--- config.mk ---
export PLATFORM = sky130hd
export DESIGN_NAME = rtlola_sliding_window
export DESIGN_NICKNAME = d
export VERILOG_FILES = /design/src/rtl/rtlola_pkg.sv /design/src/rtl/rtlola_window_reduce.sv /design/src/rtl/rtlola_sliding_window.sv
export SDC_FILE = /design/constraint.sdc
export NUM_CORES = 1
export LEC_CHECK = 0
export ABC_AREA = 1
export CAP_MARGIN = 40
export CELL_PAD_IN_SITES_DETAIL_PLACEMENT = 0
export CELL_PAD_IN_SITES_GLOBAL_PLACEMENT = 2
export CORE_MARGIN = 2
export CORE_UTILIZATION = 28
export CTS_CLUSTER_SIZE = 14
export DETAILED_ROUTE_END_ITERATION = 16
export PLACE_DENSITY = 0.92
export SYNTH_ARGS = -nofsm -noshare
export SYNTH_HDL_FRONTEND = slang
export SYNTH_HIERARCHICAL = 1
export SYNTH_SLANG_ARGS = --single-unit
--- constraint.sdc ---
create_clock -name clk -period 6.4 [get_ports clk]
set_clock_uncertainty 0.2 [all_clocks]
set_input_delay 1.6 -clock clk [delete_from_list [all_inputs] [get_ports clk]]
set_output_delay 1.6 -clock clk [all_outputs]
set_load 0.1 [all_outputs]
--- src/rtl/rtlola_pkg.sv ---
// Shared aggregation types and fold helpers for the RTLola window units.
// Values are carried sign-extended in AGG_W bits so one function serves every DATA_W up to AGG_W.
package rtlola_pkg;

    localparam int AGG_W = 128;

    typedef logic signed [AGG_W-1:0] agg_t;

    typedef enum logic [1:0] {
        AGG_SUM   = 2'd0,
        AGG_COUNT = 2'd1,
        AGG_MAX   = 2'd2
    } agg_mode_t;

    function automatic agg_t agg_identity(input agg_mode_t mode, input int width);
        if (mode == AGG_MAX) begin
            return -(agg_t'(1) <<< (width - 1));
        end
        return '0;
    endfunction

    // Sum and count both combine by addition; count saturation is the caller's job.
    function automatic agg_t agg_fold(input agg_mode_t mode, input agg_t acc, input agg_t x);
        if (mode == AGG_MAX) begin
            return (x > acc) ? x : acc;
        end
        return acc + x;
    endfunction

endpackage

--- src/rtl/rtlola_window_reduce.sv ---
// Combinational reduction of all window buckets into one aggregate plus an empty flag.
module rtlola_window_reduce
    import rtlola_pkg::*;
#(
    parameter int        DATA_W      = 64,
    parameter int        NUM_BUCKETS = 2,
    parameter agg_mode_t MODE        = AGG_SUM
) (
    input  logic [NUM_BUCKETS*DATA_W-1:0] buckets_i,
    input  logic [NUM_BUCKETS-1:0]        occ_i,
    output logic signed [DATA_W-1:0]      agg_o,
    output logic                          empty_o
);

    logic signed [DATA_W-1:0] acc;

    // Unoccupied buckets hold the identity, so folding every bucket is safe.
    always_comb begin
        acc = DATA_W'(agg_identity(MODE, DATA_W));
        for (int i = 0; i < NUM_BUCKETS; i++) begin
            acc = DATA_W'(agg_fold(MODE, agg_t'(acc),
                                   agg_t'($signed(buckets_i[i*DATA_W +: DATA_W]))));
        end
        empty_o = ~|occ_i;
        agg_o   = empty_o ? '0 : acc;
    end

endmodule

--- src/rtl/rtlola_sliding_window.sv ---
// Sliding-window aggregator: circular bucket buffer rotated on tick, registered window query.
module rtlola_sliding_window
    import rtlola_pkg::*;
#(
    parameter int DATA_W      = 64,
    parameter int NUM_BUCKETS = 2,
    parameter int MODE        = 0,
    parameter int IDX_W       = $clog2(NUM_BUCKETS)
) (
    input  logic                          clk,
    input  logic                          rst,
    input  logic                          en,
    input  logic signed [DATA_W-1:0]      in_data,
    input  logic                          in_valid,
    input  logic                          tick,
    input  logic                          query,
    output logic signed [DATA_W-1:0]      out_data,
    output logic                          out_valid,
    output logic                          out_empty,
    output logic [IDX_W-1:0]              head_idx,
    output logic [NUM_BUCKETS*DATA_W-1:0] buckets
);

    localparam agg_mode_t                AMODE   = agg_mode_t'(MODE[1:0]);
    localparam logic signed [DATA_W-1:0] IDENT   = DATA_W'(agg_identity(AMODE, DATA_W));
    localparam logic signed [DATA_W-1:0] CNT_MAX = {1'b0, {(DATA_W-1){1'b1}}};
    localparam logic [IDX_W-1:0]         LAST    = IDX_W'(NUM_BUCKETS - 1);

    logic signed [DATA_W-1:0]      bkt_q [NUM_BUCKETS];
    logic signed [DATA_W-1:0]      bkt_d [NUM_BUCKETS];
    logic [NUM_BUCKETS-1:0]        occ_q, occ_d;
    logic [IDX_W-1:0]              head_q, head_d;
    logic signed [DATA_W-1:0]      out_data_q, out_data_d;
    logic                          out_valid_q, out_valid_d;
    logic                          out_empty_q, out_empty_d;
    logic [NUM_BUCKETS*DATA_W-1:0] flat_d, flat_q;
    logic signed [DATA_W-1:0]      red_agg;
    logic                          red_empty;

    // Window update in the fixed order tick, then sample; the query sees the result.
    always_comb begin
        bkt_d  = bkt_q;
        occ_d  = occ_q;
        head_d = head_q;
        if (en) begin
            if (tick) begin
                head_d         = (head_q == LAST) ? '0 : head_q + IDX_W'(1);
                bkt_d[head_d]  = IDENT;
                occ_d[head_d]  = 1'b0;
            end
            if (in_valid) begin
                if (AMODE == AGG_COUNT) begin
                    if (bkt_d[head_d] != CNT_MAX) begin
                        bkt_d[head_d] = DATA_W'(agg_fold(AMODE, agg_t'(bkt_d[head_d]), agg_t'(1)));
                    end
                end else begin
                    bkt_d[head_d] = DATA_W'(agg_fold(AMODE, agg_t'(bkt_d[head_d]), agg_t'(in_data)));
                end
                occ_d[head_d] = 1'b1;
            end
        end
    end

    always_comb begin
        for (int i = 0; i < NUM_BUCKETS; i++) begin
            flat_d[i*DATA_W +: DATA_W] = bkt_d[i];
            flat_q[i*DATA_W +: DATA_W] = bkt_q[i];
        end
    end

    rtlola_window_reduce #(
        .DATA_W      (DATA_W),
        .NUM_BUCKETS (NUM_BUCKETS),
        .MODE        (AMODE)
    ) u_reduce (
        .buckets_i (flat_d),
        .occ_i     (occ_d),
        .agg_o     (red_agg),
        .empty_o   (red_empty)
    );

    always_comb begin
        out_valid_d = en & query;
        out_data_d  = out_data_q;
        out_empty_d = out_empty_q;
        if (en && query) begin
            out_data_d  = red_agg;
            out_empty_d = red_empty;
        end
    end

    always_ff @(posedge clk) begin
        if (rst) begin
            for (int i = 0; i < NUM_BUCKETS; i++) begin
                bkt_q[i] <= IDENT;
            end
            occ_q       <= '0;
            head_q      <= '0;
            out_data_q  <= '0;
            out_valid_q <= 1'b0;
            out_empty_q <= 1'b0;
        end else begin
            bkt_q       <= bkt_d;
            occ_q       <= occ_d;
            head_q      <= head_d;
            out_data_q  <= out_data_d;
            out_valid_q <= out_valid_d;
            out_empty_q <= out_empty_d;
        end
    end

    assign out_data  = out_data_q;
    assign out_valid = out_valid_q;
    assign out_empty = out_empty_q;
    assign head_idx  = head_q;
    assign buckets   = flat_q;

endmodule

# Yosys cells after proc, flatten, opt, wreduce, memory -nomap -nowiden
# Cells that the tools add are included.
totals:
  out_inout_bits: 195
  inputBits: 70
  regBits: 197
classes:
  mux: 24
  add_sub_neg: 3
  bitwise_logic: 8
  magnitude_cmp: 8
  n_reduce_logical: 7
op_table:
  columns: ["operator", "count"]
  rows:
  - ["128-bit 2-to-1 mux", 4]
  - ["64-bit 2-to-1 mux", 6]
  - ["64-bit adder", 2]
  - ["128-bit bitwise AND", 1]
  - ["128-bit bitwise mux", 1]
  - ["64-bit demux with 1-bit select", 2]
  - ["128-bit NOT", 1]
  - ["2-bit 2-to-1 mux", 4]
  - ["1-bit logical AND", 5]
  - ["1-bit 2-to-1 mux", 5]
  - ["2-bit >= comparator, second input constant", 2]
  - ["1-bit by 2-bit less-than comparator with 1-bit output, second input constant", 2]
  - ["2-bit by 1-bit less-than comparator with 1-bit output, second input constant", 2]
  - ["1-bit NOT with 2-bit output", 2]
  - ["2-bit bitwise AND", 1]
  - ["1-bit demux with 1-bit select", 2]
  - ["1-bit >= comparator, second input constant", 2]
  - ["2-bit NOT", 1]
  - ["2-bit bitwise OR", 1]
  - ["2-bit OR reduction", 1]
  - ["1-bit adder, second input constant", 1]
  - ["1-bit bitwise AND", 1]
  - ["1-bit zero test", 1]

# Longest topological paths before layout
# Gate-level depths: netlist of the first run.
logic_depth:
  word_depth: 20
  depth_mapped: 38
  depth_no_buf: 37

# Hierarchy
# The synthesis of the first run kept the hierarchy.
modules_own_cells:
  columns: ["module", "cells_each", "n_inst", "area_per_inst_um2"]
  rows:
  - ["rtlola_sliding_window", 2669, 1, 14940.6]
  - ["rtlola_window_reduce", 1345, 1, 6102.1]

# Worst setup path after synthesis of the first run
# OpenSTA, ideal clock, no wires.
synth_path:
  path_kind: "input to register"
  startpoint: "in tick"
  endpoint: "reg out_data_q[50] (netlist: out_data[50])"
  arrival_time_ns: 5.457
  required_ns: 6.083
  setup_slack_ns: 0.626
  path_buffers: 2
  stages: 31
  path_cell_list: "or2_4 -> nand2_4 -> clkbuf_1 -> buf_1 -> o22ai_1 -> ha_1 -> inv_1 -> fa_1 -> inv_1 -> nand3_1 -> nand2_1 -> nand2_1 -> nand2_1 -> nand2_1 -> nand2_1 -> nand2_1 -> nand2_1 -> xnor2_1 -> nand2_1 -> nand2_1 -> nand2_1 -> ha_1 -> nand2_1 -> nor2_1 -> nand2_1 -> nor4_1 -> nand3_1 -> a21oi_1 -> nor2_1 -> o21ai_0 -> nor2_1"
synth_rtl:
  columns: ["item", "line", "text"]
  rows:
  - ["start, declared", "rtlola_sliding_window.sv:15", "input logic tick,"]
  - ["end signal, assigned", "rtlola_sliding_window.sv:106", "out_data_q <= out_data_d;"]
  - ["end, declared", "rtlola_sliding_window.sv:33", "logic signed [DATA_W-1:0] out_data_q, out_data_d;"]

==> out/metrics.yaml, run 1 <==
cts_max_level: 4
gp_congestion: 0.998
grt_max_degree: 86
antenna_found_initial: 0
synthTopCellsByArea: "nand2_1 29%, dfxtp_1 19%, inv_1 13%"
multi_input_area_sq_mm: 0.0145
hold_buffers: 0
cpMaxStageDelayCell: "ha_2"
hold_class: "flip-flop to flip-flop"
synth_cell_types: 46
fillers: 7828
area_growth_syn_to_layout_pct: 58.3
max_stage_delay_ns: 0.39
finalSetupViolations: 0
vias_per_cell: 4.60
grt_pass1_vias: 26000
clkSlewWorstSetupHoldPaths_ns: 0.08
drt-pass1-iter-count: 6
yosysWarnings: 6
grt_pass1_wl_mm: 151
p_per_area_mw_per_mm2: 163
path_class: "primary input to flip-flop"
fin_crit_sh_pct: 96.3
initial_core_util_pct: 28.3
fp.dieW_um: 278
worstMarginPinSlew_ns: 0.703
hold_violations: 0
cts_sinks: 197
syn_inst: 4014
ys_seq_elements: 197
die_y_um: 278
crit_arrival_ns: 6.33
io_pins: 265
synth_area_sq_mm: 0.0210
drt_wl_total_mm: 101
fin_crit_ns: 6.16
drtAntennaViolNets: 0
finalPower_mw: 5.43
endpoint_kind: "flip-flop"
synth_most_common_cell: "nand2_1"
yosysTopAreaCell: "nand2_1"
synthArstFlopShare_pct: 0
insertion_delay_ns: 0.48
cts_root_buf: "clkbuf_16"
numCtsBuffers: 17
post-dp-hpwl_mm: 85.8
synth_top_area_share_pct: 29.3
crit_top_cell: "nand2_1"
cp-start-kind: "primary input"
maxSlewViolCount: 0
drcViolationCount: 0
worst_ir_drop_vdd_mv: 0.182
routed-via-count: 27200
wire_per_inst_um: 17.1
core_area_sq_mm: 0.0744
required_ns: 6.57
grtUsageTotal_pct: 25.8
grt-ovfl-total: 0
syn_area_per_cell_sq_um: 5.24
port_buffers: 264
register_area_sq_mm: 0.00394
dieArea_sq_mm: 0.0774
ys_top_cells_by_count: "1645 x nand2_1, 731 x inv_1, 393 x nor2_1"
drv_cap: 0
fin_nets: 5131
cts_tree: "done"
seq_area_frac_synth_pct: 18.7
synth_ff_type: "dfxtp_1"
fmax_ghz: 0.162
syn-num-nets: 4217
crit_fanout: 15
rows: 100
drtIter0Drc: 2165
ctsLongestPathBuffers: 2
synth_edf_count: 0
p_leak_nw: 17.9
fin_tns_setup_ns: 0
drive_gt1_share_pct: 19.3
relSlewSlack_pct: 53.1
status: "completed"
==> worst paths after layout <==
kind	start	endpoint	slack, ns	cells after the start
max	tick	out_data[54]	0.24	34
min reg2reg	out_data[4]	out_data[4]	0.28	2
min	out_data[4]	out_data[4]	0.28	2
max reg2reg	head_idx	out_data[46]	1.13	37
==> layout by cell type, fill, tap and decap left out, types with 5 or more instances in the layout <==
master,netlist,layout
nor2_2,9,37
buf_12,0,7
inv_1,731,729
xnor2_1,44,42
nor2_1,393,354
ha_1,131,111
and2_1,10,9
clkdlybuf4s50_1,0,261
nand4_1,12,12
a21oi_2,2,9
nand3b_1,8,8
nand2_1,1645,1610
ha_4,0,11
o21ai_1,1,5
o21bai_1,7,7
nand3_1,166,160
nor3_1,24,18
inv_6,0,5
ha_2,0,9
buf_16,0,42
a21oi_1,289,282
buf_4,1,533
nor3_2,1,5
nand3_2,4,10
buf_8,0,154
dfxtp_1,197,197
o22ai_2,17,21
inv_2,5,6
o22ai_1,26,22
and3_1,5,5
clkbuf_16,0,17
o21ai_0,146,138
nor2_4,2,13
nand2_2,6,38
==> layer usage <==
metal	part of all wire, %	vias to the layer above	wire length, um	GRT usage (%)
li1	-	14100	-	-
met1	44	12300	44600	32.9
met2	48	770	48700	45.8
met3	5.4	103	5500	2.97
met4	2.4	0	2440	6.69
met5	0	-	0	0
==> what timing repair did <==
item,in CTS,in global routing
pin swaps,5,13
setup endpoints to repair,32,52
resized for setup,63,90
buffers inserted,5,4
==> stage by stage <==
stage / setup WS [ns] / area [sq um] / std cells / hold WS [ns] / utilization (%)
global route: -0.0399 / 33300 / 5910 / 0.308 / 44.7
detailed placement: -1.18 / 32000 / 5869 / 0.271 / 43.0
floorplan: 0.626 / 21000 / 4014 / 0.274 / -
finish: 0.236 / 33300 / 5911 / 0.283 / 44.7
CTS: 0.000872 / 32900 / 5906 / 0.290 / 44.2
global placement: -1.24 / 28500 / 5672 / 0.260 / 38.3
==> power breakdown <==
part           switching (mW)  internal [mW]  total [mW]
Sequential             0.0799           1.30        1.38
Combinational            1.70           1.12        2.82
Clock                   0.591          0.641        1.23
Total                    2.37           3.06        5.43
==> kinds of logic (layout without fill, tap and decap cells) <==
kind of cell / count (synthesis) / after routing / synth area share [%]
compound gates: 492 / 492 / 12.6
xor+xnor: 46 / 46 / 1.91
fa+ha+maj: 133 / 133 / 7.98
buf+inv: 841 / 1768 / 15.1
flops: 197 / 197 / 18.7
other cells: 0 / 1 / 0
simple gates: 2305 / 2305 / 43.6
==> critical path: cells and delay by family <==
family                   cells  cell delay [ns]
buffers and inverters        7             0.82
AND/OR/NAND/NOR             22             2.53
AO/OA/AOI/OAI                2             0.36
adder cells (fa/ha/maj)      3             1.00
==> state kept, by name (all words and copies together) (netlist names) <==
register and flops:
buckets 128, head_idx 1, out_valid 1, out_empty 1
out_data 64, occ_q 2
==> area by class of cell <==
| cell class | count | share of cell area [%] |
|---|---|---|
| multi-input cells | 2976 | 43.6 |
| repair buffers | 998 | 30.7 |
| flip-flops and latches | 197 | 11.8 |
| inverters | 738 | 8.33 |
| well taps | 969 | 3.64 |
| clock buffers | 19 | 1.33 |
| clock inverters | 13 | 0.548 |
| diodes | 1 | 0.00751 |
No activity file was read; power rests on OpenSTA's default activity.
==> inputs of run 2 (changes only) <==
- ABC_CLOCK_PERIOD_IN_PS: not set -> 6400
- SLEW_MARGIN: not set -> 0
==> results of run 2 <==
No change in the layout: final DEF, timing and power equal those of run 1.
==> inputs of run 3 (changes only) <==
- SETUP_SLACK_MARGIN: not set -> 0.02
==> run 3 against run 2 <==
  * Global-route usage is essentially flat
  * Non-clock buffer count grew 1
  * Utilization grew 0.069 points
  * Largest cell class unchanged
  * Worst hold slack is essentially flat
  * Critical path depth is the same
  * Highest routed layer unchanged
  * Sequential share of layout area is essentially flat
==> out/metrics.yaml, run 3 (synthesis gave the netlist of run 1 again) <==
status: "completed"
area_growth_syn_to_layout_pct: 58.6
grt_pass1_wl_mm: 151
drtAntennaViolNets: 0
rr_startpoint: "head_idx"
largest_reg_flops: 128
drive_gt1_share_pct: 19.4
rows: 100
core_area_sq_mm: 0.0744
post-dp-hpwl_mm: 85.8
ctsLongestPathBuffers: 2
min-delay-start: "out_data[4]"
grtUsageTotal_pct: 25.8
grt_pass1_vias: 26000
finalPower_mw: 5.44
worst_ir_drop_vdd_mv: 0.183
drv_cap: 0
worstMarginPinSlew_ns: 0.699
rsz0062_at_grt: "true"
crit_arrival_ns: 6.32
drt_wl_total_mm: 101
hold_buffers: 0
hold_class: "flip-flop to flip-flop"
cts_root_buf: "clkbuf_16"
cp_num_cells: 34
antenna_found_initial: 0
relSlewSlack_pct: 53.4
drt-pass1-iter-count: 6
grt_max_degree: 86
io_pins: 265
hold_violations: 0
fillers: 7833
vias_per_cell: 4.59
dieArea_sq_mm: 0.0774
wire_per_inst_um: 17.1
drcViolationCount: 0
drtIter0Drc: 2214
fp.dieW_um: 278
crit_top_cell: "nand2_1"
final_area_sq_mm: 0.0334
finalSetupViolations: 0
required_ns: 6.57
endpoint_kind: "flip-flop"
min_path_cells: 2
cts_tree: "done"
cp_num_buf_inv: 8
max_stage_delay_ns: 0.33
p_per_area_mw_per_mm2: 163
die_y_um: 278
cts_max_level: 4
crit_family: "simple AND/OR/NAND/NOR gates"
fmax_ghz: 0.162
whs_ns: 0.283
insertion_delay_ns: 0.48
layout_common_cells: "1611 x nand2_1, 729 x inv_1, 534 x buf_4"
initial_core_util_pct: 28.3
fin_nets: 5132
numCtsBuffers: 17
layout_commonest_cell: "nand2_1"
fin_crit_sh_pct: 96.2
maxSlewViolCount: 0
grt-ovfl-total: 0
cpMaxStageDelayCell: "ha_1"
port_buffers: 264
clkSlewWorstSetupHoldPaths_ns: 0.08
p_leak_nw: 17.9
path_class: "primary input to flip-flop"
critPathLaunch: "tick"
cp-start-kind: "primary input"
cts_sinks: 197
gp_congestion: 0.998
worstRegToRegCells: 37
routed-via-count: 27200
placed_area_sq_mm: 0.0320
crit_fanout: 36
fin_crit_ns: 6.15
## run 3: metrics by stage
step	setup WS, ns	cells	setup TNS (ns)	util [%]
after global placement	-1.24	5672	-26.46	38.3
final	0.246	5912	0	44.8
after global routing	-0.00730	5911	-0.0146	44.8
after floorplan	0.626	4014	0	-
after CTS	0.0206	5907	0	44.3
after detailed placement	-1.18	5869	-27.75	43.0
## run 3: power by group
part	switching (mW)	internal, mW
logic	1.70	1.12
clock network	0.593	0.641
registers	0.0798	1.30
## run 3: worst paths after layout
| check | slack (ns) | endpoint |
|---|---|---|
| hold reg to reg | 0.28 | out_data[4] |
| setup reg to reg | 1.12 | out_data[54] |
| hold / removal | 0.28 | out_data[4] |
| setup / recovery | 0.25 | out_data[54] |
## run 3: layer usage
layer  up-vias  wire, um  global-route usage [%]
met2       771     48600                    45.9
met3        99      5700                    2.97
li1      14100         -                       -
met4         0      2510                    6.69
met5         -         0                       0
met1     12200     44400                    32.9
## run 3: cell type report
type / count / area [sq um] / share of cell area, %
multi-input combinational: 2976 / 14600 / 43.6
timing repair buffer: 999 / 10200 / 30.7
sequential: 197 / 3940 / 11.8
inverter: 738 / 2780 / 8.32
tap: 969 / 1210 / 3.63
clock buffer: 19 / 443 / 1.33
clock inverter: 13 / 183 / 0.547
antenna: 1 / 2.50 / 0.00750
## run 3: repair_timing
item,in CTS,in global routing
pin swaps,6,11
gates cloned,0,0
setup endpoints to repair,32,54
gates resized for setup,67,88
setup buffers,6,4
## run 3: worst register-to-register path, delay by kind of cell, from the launching register on
| family | cells | cell delay, ns |
|---|---|---|
| AOI/OAI and AO/OA | 3 | 0.55 |
| adders and majority gates | 2 | 0.64 |
| buffers and inverters | 9 | 1.13 |
| DFF | 1 | 0.45 |
| and+or+nand+nor | 23 | 2.21 |
